<file path="config.mk">
export PLATFORM = sky130hd
export DESIGN_NAME = mem_arbiter
export DESIGN_NICKNAME = d
export VERILOG_FILES = /design/src/rtl/mem_arbiter.sv
export SDC_FILE = /design/constraint.sdc
export NUM_CORES = 1
export LEC_CHECK = 0
export CAP_MARGIN = 10
export CORE_ASPECT_RATIO = 1.2
export CORE_MARGIN = 10
export CORE_UTILIZATION = 40
export CTS_BUF_LIST = sky130_fd_sc_hd__clkbuf_4 sky130_fd_sc_hd__clkbuf_8
export CTS_CLUSTER_DIAMETER = 60
export DETAILED_ROUTE_END_ITERATION = 16
export MAX_ROUTING_LAYER = met4
export PLACE_DENSITY = 0.81
export REMOVE_ABC_BUFFERS = 1
export SYNTH_ARGS = -nofsm -noshare
export SYNTH_HDL_FRONTEND = slang
export SYNTH_SLANG_ARGS = --single-unit
export TNS_END_PERCENT = 20
</file>
<file path="constraint.sdc">
create_clock -name clk -period 3.4 [get_ports clk]
set_input_delay 0.85 -clock clk [delete_from_list [all_inputs] [get_ports clk]]
set_output_delay 0.85 -clock clk [all_outputs]
set_load 0.01 [all_outputs]
</file>
<file path="src/rtl/mem_arbiter.sv">
// mem_arbiter: two-port round-robin arbiter that shares one variable-latency
// memory handshake between the core (port 0) and the loader/debug DMA (port 1).
// Ports:
//   clk, reset              clock and synchronous active-low reset
//   mN_req/we/addr/wdata    per-port request; fields are sampled at grant
//   mN_rdata/ack/err        registered completion: read data, ack pulse, timeout flag
//   mem_req/we/addr/wdata   latched memory request, held for the whole BUSY state
//   mem_rdata/mem_ack       memory response (mem_ack may be combinational)
//   grant                   one-hot owner, 00 when idle
module mem_arbiter #(
  parameter int unsigned AW      = 32,
  parameter int unsigned DW      = 32,
  parameter int unsigned TIMEOUT = 16
) (
  input  logic          clk,
  input  logic          reset,
  input  logic          m0_req,
  input  logic          m0_we,
  input  logic [AW-1:0] m0_addr,
  input  logic [DW-1:0] m0_wdata,
  output logic [DW-1:0] m0_rdata,
  output logic          m0_ack,
  output logic          m0_err,
  input  logic          m1_req,
  input  logic          m1_we,
  input  logic [AW-1:0] m1_addr,
  input  logic [DW-1:0] m1_wdata,
  output logic [DW-1:0] m1_rdata,
  output logic          m1_ack,
  output logic          m1_err,
  output logic          mem_req,
  output logic          mem_we,
  output logic [AW-1:0] mem_addr,
  output logic [DW-1:0] mem_wdata,
  input  logic [DW-1:0] mem_rdata,
  input  logic          mem_ack,
  output logic [1:0]    grant
);

  localparam int unsigned CW = $clog2(TIMEOUT);

  typedef enum logic [1:0] {
    IDLE  = 2'd0,
    BUSY0 = 2'd1,
    BUSY1 = 2'd2
  } state_t;

  state_t        state_q, state_d;
  logic [CW-1:0] cnt_q, cnt_d;
  logic          last_q, last_d;
  logic          elig0, elig1, expire;

  logic          m0_ack_d, m1_ack_d, m0_err_d, m1_err_d;
  logic [DW-1:0] m0_rdata_d, m1_rdata_d;
  logic          mem_req_d, mem_we_d;
  logic [AW-1:0] mem_addr_d;
  logic [DW-1:0] mem_wdata_d;
  logic [1:0]    grant_d;

  // State register
  always_ff @(posedge clk) begin
    if (!reset) state_q <= IDLE;
    else        state_q <= state_d;
  end

  // Next state: a port just acked is ignored for one cycle; ties go away from last_q
  always_comb begin
    state_d = state_q;
    elig0   = m0_req && !m0_ack;
    elig1   = m1_req && !m1_ack;
    expire  = !mem_ack && (cnt_q == CW'(TIMEOUT - 1));
    case (state_q)
      IDLE: begin
        if (elig0 && (!elig1 || last_q)) state_d = BUSY0;
        else if (elig1)                  state_d = BUSY1;
      end
      BUSY0, BUSY1: begin
        if (mem_ack || expire) state_d = IDLE;
      end
      default: state_d = IDLE;
    endcase
  end

  // Next values of the registered outputs, counter and round-robin pointer
  always_comb begin
    cnt_d       = cnt_q;
    last_d      = last_q;
    m0_ack_d    = 1'b0;
    m1_ack_d    = 1'b0;
    m0_err_d    = 1'b0;
    m1_err_d    = 1'b0;
    m0_rdata_d  = m0_rdata;
    m1_rdata_d  = m1_rdata;
    mem_we_d    = mem_we;
    mem_addr_d  = mem_addr;
    mem_wdata_d = mem_wdata;
    mem_req_d   = (state_d != IDLE);
    grant_d     = {state_d == BUSY1, state_d == BUSY0};
    case (state_q)
      IDLE: begin
        cnt_d = '0;
        if (state_d == BUSY0) begin
          mem_we_d    = m0_we;
          mem_addr_d  = m0_addr;
          mem_wdata_d = m0_wdata;
        end else if (state_d == BUSY1) begin
          mem_we_d    = m1_we;
          mem_addr_d  = m1_addr;
          mem_wdata_d = m1_wdata;
        end
      end
      BUSY0: begin
        if (mem_ack) begin
          m0_ack_d   = 1'b1;
          m0_rdata_d = mem_rdata;
          last_d     = 1'b0;
        end else if (expire) begin
          m0_ack_d   = 1'b1;
          m0_err_d   = 1'b1;
          m0_rdata_d = '0;
          last_d     = 1'b0;
        end else begin
          cnt_d = cnt_q + CW'(1);
        end
      end
      BUSY1: begin
        if (mem_ack) begin
          m1_ack_d   = 1'b1;
          m1_rdata_d = mem_rdata;
          last_d     = 1'b1;
        end else if (expire) begin
          m1_ack_d   = 1'b1;
          m1_err_d   = 1'b1;
          m1_rdata_d = '0;
          last_d     = 1'b1;
        end else begin
          cnt_d = cnt_q + CW'(1);
        end
      end
      default: begin
        cnt_d = '0;
      end
    endcase
  end

  // Output and datapath registers; last_q resets to 1 so port 0 wins the first tie
  always_ff @(posedge clk) begin
    if (!reset) begin
      cnt_q     <= '0;
      last_q    <= 1'b1;
      m0_ack    <= 1'b0;
      m1_ack    <= 1'b0;
      m0_err    <= 1'b0;
      m1_err    <= 1'b0;
      m0_rdata  <= '0;
      m1_rdata  <= '0;
      mem_req   <= 1'b0;
      mem_we    <= 1'b0;
      mem_addr  <= '0;
      mem_wdata <= '0;
      grant     <= 2'b00;
    end else begin
      cnt_q     <= cnt_d;
      last_q    <= last_d;
      m0_ack    <= m0_ack_d;
      m1_ack    <= m1_ack_d;
      m0_err    <= m0_err_d;
      m1_err    <= m1_err_d;
      m0_rdata  <= m0_rdata_d;
      m1_rdata  <= m1_rdata_d;
      mem_req   <= mem_req_d;
      mem_we    <= mem_we_d;
      mem_addr  <= mem_addr_d;
      mem_wdata <= mem_wdata_d;
      grant     <= grant_d;
    end
  end

endmodule

</file>
==> Word-level counts from Yosys, hierarchy flattened <==
Cells that the tools add are included.
{ "op_classes": {"n_addsub": 1, "n_eq_ne": 7, "muxes": 20, "bitwise_logic": 2, "n_reduce_logical": 24} }
{ "op_table": {"columns": ["cell", "count"], "rows": [
  ["$mux W32", 6],
  ["$reduce_and A2 Y1", 7],
  ["$mux W1", 9],
  ["$reduce_bool A2 Y1", 4],
  ["$mux W2", 3],
  ["$ne A3 B3 Y1 const B", 2],
  ["$add A4 B1 Y4 const B", 1],
  ["$eq A2 B1 Y1 const B", 2],
  ["$eq A2 B2 Y1 const B", 2],
  ["$eq A4 B4 Y1 const B", 1],
  ["$logic_and A1 B1 Y1", 4],
  ["$logic_not A1 Y1", 4],
  ["$pmux W2 S2", 1],
  ["$reduce_and A3 Y1", 1],
  ["$logic_not A2 Y1", 1],
  ["$logic_or A1 B1 Y1", 2],
  ["$not A1 Y1", 2],
  ["$pmux W1 S2", 1],
  ["$reduce_or A2 Y1", 1]
]} }
{ "word_totals": {"ff_bits": 143, "inputBits": 167, "output_inout_bits": 136, "word_cells": 68} }

==> Logic depth before layout (Yosys ltp) <==
{ "depth": {"depth_word": 10, "depth_mapped": 11, "mapped_depth_nobuf": 8} }

==> Worst setup path before layout <==
No wires, ideal clock.
{ "synth_path": {"path_kind": "input port to flip-flop", "from": "input mem_ack", "to": "register mem_addr[0]", "setup_ps": 146, "arrival_ps": 2484, "required_ps": 3254, "path_slack_ps": 770, "cell_stages": 10, "n_path_buf": 3, "cell_sequence": "a31oi_2 -> nand3_1 -> a31o_2 -> ha_1 -> and2_1 -> buf_2 -> buf_6 -> buf_4 -> nor2_1 -> a211oi_2"} }
{ "synth_between": {"elab_chain_cells": 8, "word_cells_on_any_way": 10, "cone_classes": "eq/ne: 2; mux: 3; reduce/logical: 5"} }
{ "synth_lines": {"columns": ["element", "line_no", "text"], "rows": [
  ["from (decl)", "36", "input logic mem_ack,"],
  ["$logic_not A1 Y1", "71", "expire = !mem_ack && (cnt_q == CW'(TIMEOUT - 1));"],
  ["$logic_and A1 B1 Y1", "71", null],
  ["$logic_or A1 B1 Y1 *", "78", "if (mem_ack || expire) state_d = IDLE;"],
  ["$mux W2 *", "78", null],
  ["$pmux W2 S2 *", "72", "case (state_q)"],
  ["$eq A2 B1 Y1 or $eq A2 B2 Y1 (tied branches)", "102, 106", null],
  ["$reduce_bool A2 Y1 (no line)", null, null],
  ["$reduce_and A2 Y1 (no line)", null, null],
  ["to (signal assigned)", "173", "mem_addr <= mem_addr_d;"],
  ["to (decl)", "33", "output logic [AW-1:0] mem_addr,"]
]} }
Every way passes the cells marked *; elsewhere a longest branch is shown, timed or not.
A chain may end at the register's enable or synchronous reset.

==> Final worst setup path <==
{ "layout_path": {"from": "input m1_req", "to": "register mem_wdata[26]"} }
{ "layout_between": {"elab_chain_cells": 9, "word_cells_on_any_way": 12, "cone_classes": "eq/ne: 2; mux: 4; reduce/logical: 6"} }
{ "layout_lines": {"columns": ["element", "line_no", "text"], "rows": [
  ["from (decl)", "24", "input logic m1_req,"],
  ["$logic_and A1 B1 Y1 *", "70", "elig1 = m1_req && !m1_ack;"],
  ["$logic_not A1 Y1", "74", "if (elig0 && (!elig1 || last_q)) state_d = BUSY0;"],
  ["$logic_or A1 B1 Y1", "74", null],
  ["$logic_and A1 B1 Y1", "74", null],
  ["$mux W2 *", "74", null],
  ["$pmux W2 S2 *", "72", null],
  ["$eq A2 B1 Y1 or $eq A2 B2 Y1 (tied branches)", "102, 106", null],
  ["$reduce_bool A2 Y1 (no line)", null, null],
  ["$reduce_and A2 Y1 (no line)", null, null],
  ["to (signal assigned)", "174", "mem_wdata <= mem_wdata_d;"],
  ["to (decl)", "34", "output logic [DW-1:0] mem_wdata,"]
]} }
Marked as above.

==> metrics.txt <==
# TYPE chip_impl_metric gauge
chip_impl_info{name="run_status",value="completed"} 1
chip_impl_metric{name="first_global_vias",unit=""} 5711
chip_impl_metric{name="cp_data_arrival_time",unit="ps"} 3220
chip_impl_metric{name="yosysUniqueCellTypes",unit=""} 37
chip_impl_metric{name="clock_sink_count",unit=""} 143
chip_impl_metric{name="vdd_ir_drop_max",unit="uV"} 313
chip_impl_metric{name="final_antenna_net_count",unit=""} 0
chip_impl_info{name="synth_top_flop_cell",value="dfxtp_1"} 1
chip_impl_metric{name="fillers",unit=""} 1146
chip_impl_metric{name="finalPower",unit="uW"} 5350
chip_impl_metric{name="finalNetCount",unit=""} 979
chip_impl_metric{name="critical_path.max_fanout",unit=""} 19
chip_impl_metric{name="min_path_cells",unit=""} 1
chip_impl_metric{name="globalRouteTotalUtil",unit=""} 0.219
chip_impl_metric{name="drtIter0Drc",unit=""} 212
chip_impl_metric{name="avgRoutedWirePerCell",unit="um"} 22.3
chip_impl_info{name="netlist_top_cells_count",value="dfxtp_1 (143), nor2_1 (71), mux2i_1 (65)"} 1
chip_impl_info{name="post_synth_main_area_contributors",value="dfxtp_1 (49%), mux2i_1 (11%), a32o_1 (11%), a211oi_2 (8.5%), nor2_1 (4.6%)"} 1
chip_impl_metric{name="synth_xor_xnor_area_share",unit=""} 0.00150
chip_impl_metric{name="period_share",unit=""} 0.847
chip_impl_metric{name="top_cell_type_s_share_of_synthesized_area",unit=""} 0.489
chip_impl_metric{name="gp_congestion",unit=""} 0.831
chip_impl_info{name="cts_tree",value="built"} 1
chip_impl_metric{name="cts_inserted_buffers",unit=""} 17
chip_impl_metric{name="switching_share",unit=""} 0.336
chip_impl_metric{name="worst_pin_slew",unit="ps"} 596
chip_impl_info{name="worst_hold_path_type",value="register to register"} 1
chip_impl_metric{name="synth.yosys.warnings",unit=""} 0
chip_impl_metric{name="total_switching_power",unit="uW"} 1800
chip_impl_metric{name="pwr-share-clk",unit=""} 0.240
chip_impl_metric{name="comb_power_share",unit=""} 0.373
chip_impl_metric{name="post_synth_inst_count",unit=""} 516
chip_impl_metric{name="syn-cell-area",unit="sq um"} 5850
chip_impl_metric{name="finalSetupViolations",unit=""} 0
chip_impl_metric{name="route.final.wire_length",unit="mm"} 22.2
chip_impl_metric{name="boundaryPins",unit=""} 303
chip_impl_info{name="worst-setup-path-type",value="primary input to register"} 1
chip_impl_metric{name="synthMuxAreaShare",unit=""} 0.111
chip_impl_metric{name="seq_power_share",unit=""} 0.387
chip_impl_metric{name="critical_path_required",unit="ps"} 3740
chip_impl_metric{name="synth_area_per_cell",unit="sq um"} 11.3
chip_impl_info{name="grt_setup_unrepaired",value="false"} 1
chip_impl_metric{name="total_of_flip_flops_plus_latches_after_synthesis",unit=""} 143
chip_impl_metric{name="layout.area.seq",unit="sq um"} 2860
chip_impl_metric{name="final_critical_path_required_period",unit="ps"} 2880
chip_impl_metric{name="relSlewSlack",unit=""} 0.603
chip_impl_metric{name="post_cts.repair.setup_buffers",unit=""} 0
chip_impl_metric{name="worstSkewPairLatency",unit="ps"} 420
chip_impl_metric{name="design.die.area",unit="sq um"} 19900
chip_impl_info{name="startpoint_type_of_the_worst_setup_path",value="primary input"} 1
chip_impl_metric{name="placement.io_buffers",unit=""} 302
chip_impl_metric{name="initial_antenna_violation_count",unit=""} 1
chip_impl_metric{name="placed_cell_area",unit="sq um"} 8950
chip_impl_metric{name="coreArea",unit="sq um"} 14400
chip_impl_metric{name="die_span_in_x",unit="um"} 130
chip_impl_metric{name="post_synthesis_simple_gate_area_fraction",unit=""} 0.0701
chip_impl_metric{name="cap_violations",unit=""} 0
chip_impl_metric{name="grt_remaining_overflow",unit=""} 0
chip_impl_metric{name="dp_hpwl",unit="mm"} 17.2
chip_impl_metric{name="post-route-drc-count",unit=""} 0
chip_impl_metric{name="power.density_cell_area",unit="nW/um^2"} 572
chip_impl_info{name="cp-end-kind",value="register"} 1
chip_impl_metric{name="via_count",unit=""} 5307
chip_impl_metric{name="synth-adder-area-share",unit=""} 0.0171
chip_impl_metric{name="core.rowCount",unit=""} 48
chip_impl_metric{name="place.detailed.instances",unit=""} 959
chip_impl_metric{name="cts_repair_resize_count",unit=""} 0
chip_impl_metric{name="clk_pin_slew",unit="ps"} 80
chip_impl_metric{name="synth_edf_count",unit=""} 0
chip_impl_info{name="synth_largest_area_cell",value="dfxtp_1"} 1
chip_impl_metric{name="grt_first_pass_wirelength",unit="mm"} 33.0
chip_impl_metric{name="static-leakage-power",unit="uW"} 0.00335
chip_impl_metric{name="final_core_utilization",unit=""} 0.652
chip_impl_metric{name="drt_first_pass_iters",unit=""} 5
chip_impl_metric{name="multiInputGateArea",unit="sq um"} 2670
chip_impl_metric{name="syn2layout_area_growth",unit="%"} 59.8
chip_impl_metric{name="reg2reg_depth",unit=""} 8
chip_impl_metric{name="timing.final.max_slew_violations",unit=""} 0
chip_impl_metric{name="floorplan.die.height",unit="um"} 153
chip_impl_info{name="synthMostInstantiatedCell",value="dfxtp_1"} 1
chip_impl_metric{name="grt_start_max_net_pins",unit=""} 64
chip_impl_metric{name="synth.yosys.seq_area_share",unit=""} 0.489
chip_impl_info{name="dominant_combinational_cell_family_by_area_after_synthesis",value="compound AO/OA/AOI/OAI gates"} 1
chip_impl_metric{name="ctsHoldBuffers",unit=""} 0
chip_impl_info{name="clockRootBuffer",value="clkbuf_8"} 1
chip_impl_metric{name="fmaxAchievable",unit="MHz"} 347
chip_impl_metric{name="asyncSetResetFlopFracSynth",unit=""} 0
chip_impl_metric{name="skew",unit="ps"} 13.3
chip_impl_metric{name="final_instance_area",unit="sq um"} 9360
chip_impl_metric{name="cts.htree.levels",unit=""} 4
chip_impl_metric{name="stdcell_count",unit=""} 993
chip_impl_metric{name="clk_path_buf_depth",unit=""} 2
chip_impl_metric{name="post_route_cells_drive_above_1_share",unit=""} 0.122
chip_impl_metric{name="timing.final.hold_violations",unit=""} 0
chip_impl_metric{name="timing.setup.tns",unit="ps"} 0
chip_impl_metric{name="initial_standard_cell_utilization_of_the_core",unit=""} 0.408
chip_impl_metric{name="internal_cell_power",unit="uW"} 3550
chip_impl_metric{name="routed_via_density",unit=""} 5.34
chip_impl_metric{name="fraction_of_the_mapped_netlist_area_in_compound_gates",unit=""} 0.254
==> power groups by stage <==
stage	sequential (uW)	clock (uW)	combinational, uW
2_1_floorplan	2210	0	910
3_3_place_gp	2100	0	1940
3_5_place_dp	2110	0	2000
4_1_cts	2070	1320	2010
5_1_grt	2100	1380	2150
6_report	2070	1280	1990
==> cells by family (layout without fill, tap and decap cells) <==
family,after synthesis,in the layout
compound gates,148,148
simple gates,96,96
mux,65,65
buf+inv,55,356
other cells,0,1
flops,143,143
xor+xnor,1,1
fa+ha+maj,8,8
==> stage by stage <==
step                      hold WS (ps)  setup WS (ps)
final                              471            521
after global routing               494            363
after CTS                          473            558
after detailed placement           455            120
after global placement             447            207
after floorplan                    440          -1640
==> registers in the layout (all words and copies together) (netlist names) <==
signal     flops
m0_ack         1
mem_wdata     32
m1_ack         1
mem_addr      32
cnt_q          4
grant          2
m0_rdata      32
mem_we         1
m1_rdata      32
m0_err         1
mem_req        1
state_q        2
last_q         1
m1_err         1
==> worst max-delay path, stage by stage <==
cell and delay [ps]:
clkdlybuf4s50_1 460, nor3b_1 330, nand2_1 170, a31o_2 290, ha_1 270, and2_4 250, buf_4 270, nor2_1 100
a211oi_2 220
==> routing by layer <==
| layer | share of wire | vias up | GRT usage | wire, um |
|---|---|---|---|---|
| li1 | - | 2532 | - | - |
| met5 | 0 | - | - | 0 |
| met3 | 0.16 | 15 | 0.134 | 3440 |
| met4 | 0.010 | 0 | 0.0472 | 229 |
| met1 | 0.37 | 2468 | 0.230 | 8280 |
| met2 | 0.46 | 292 | 0.345 | 10200 |
==> cell usage in the layout, fill, tap and decap left out, drive strengths merged, types with 18 or more instances in the layout <==
master	instances
a211oi	65
mux2i	65
nor2	72
a32o	64
buf	18
clkbuf	18
dfxtp	143
clkdlybuf4s50	301
==> final timing paths <==
kind                       startpoint  slack, ps                         end
max reg2reg     cnt_q[0]$_SDFFE_PN0N_        740    mem_addr[7]$_SDFFE_PN0P_
max                            m1_req        520  mem_wdata[26]$_SDFFE_PN0P_
min          m1_rdata[4]$_SDFFE_PN0P_        470    m1_rdata[4]$_SDFFE_PN0P_
min reg2reg  m1_rdata[4]$_SDFFE_PN0P_        470    m1_rdata[4]$_SDFFE_PN0P_
==> area by class of cell <==
class                      instances  area share
timing repair buffer             319       0.342
clock inverter                    14      0.0142
inverter                           5     0.00214
antenna                            1    0.000267
clock buffer                      18      0.0258
sequential                       143       0.306
multi-input combinational        318       0.286
tap                              175      0.0234
Power figures use the tool's default switching activity.
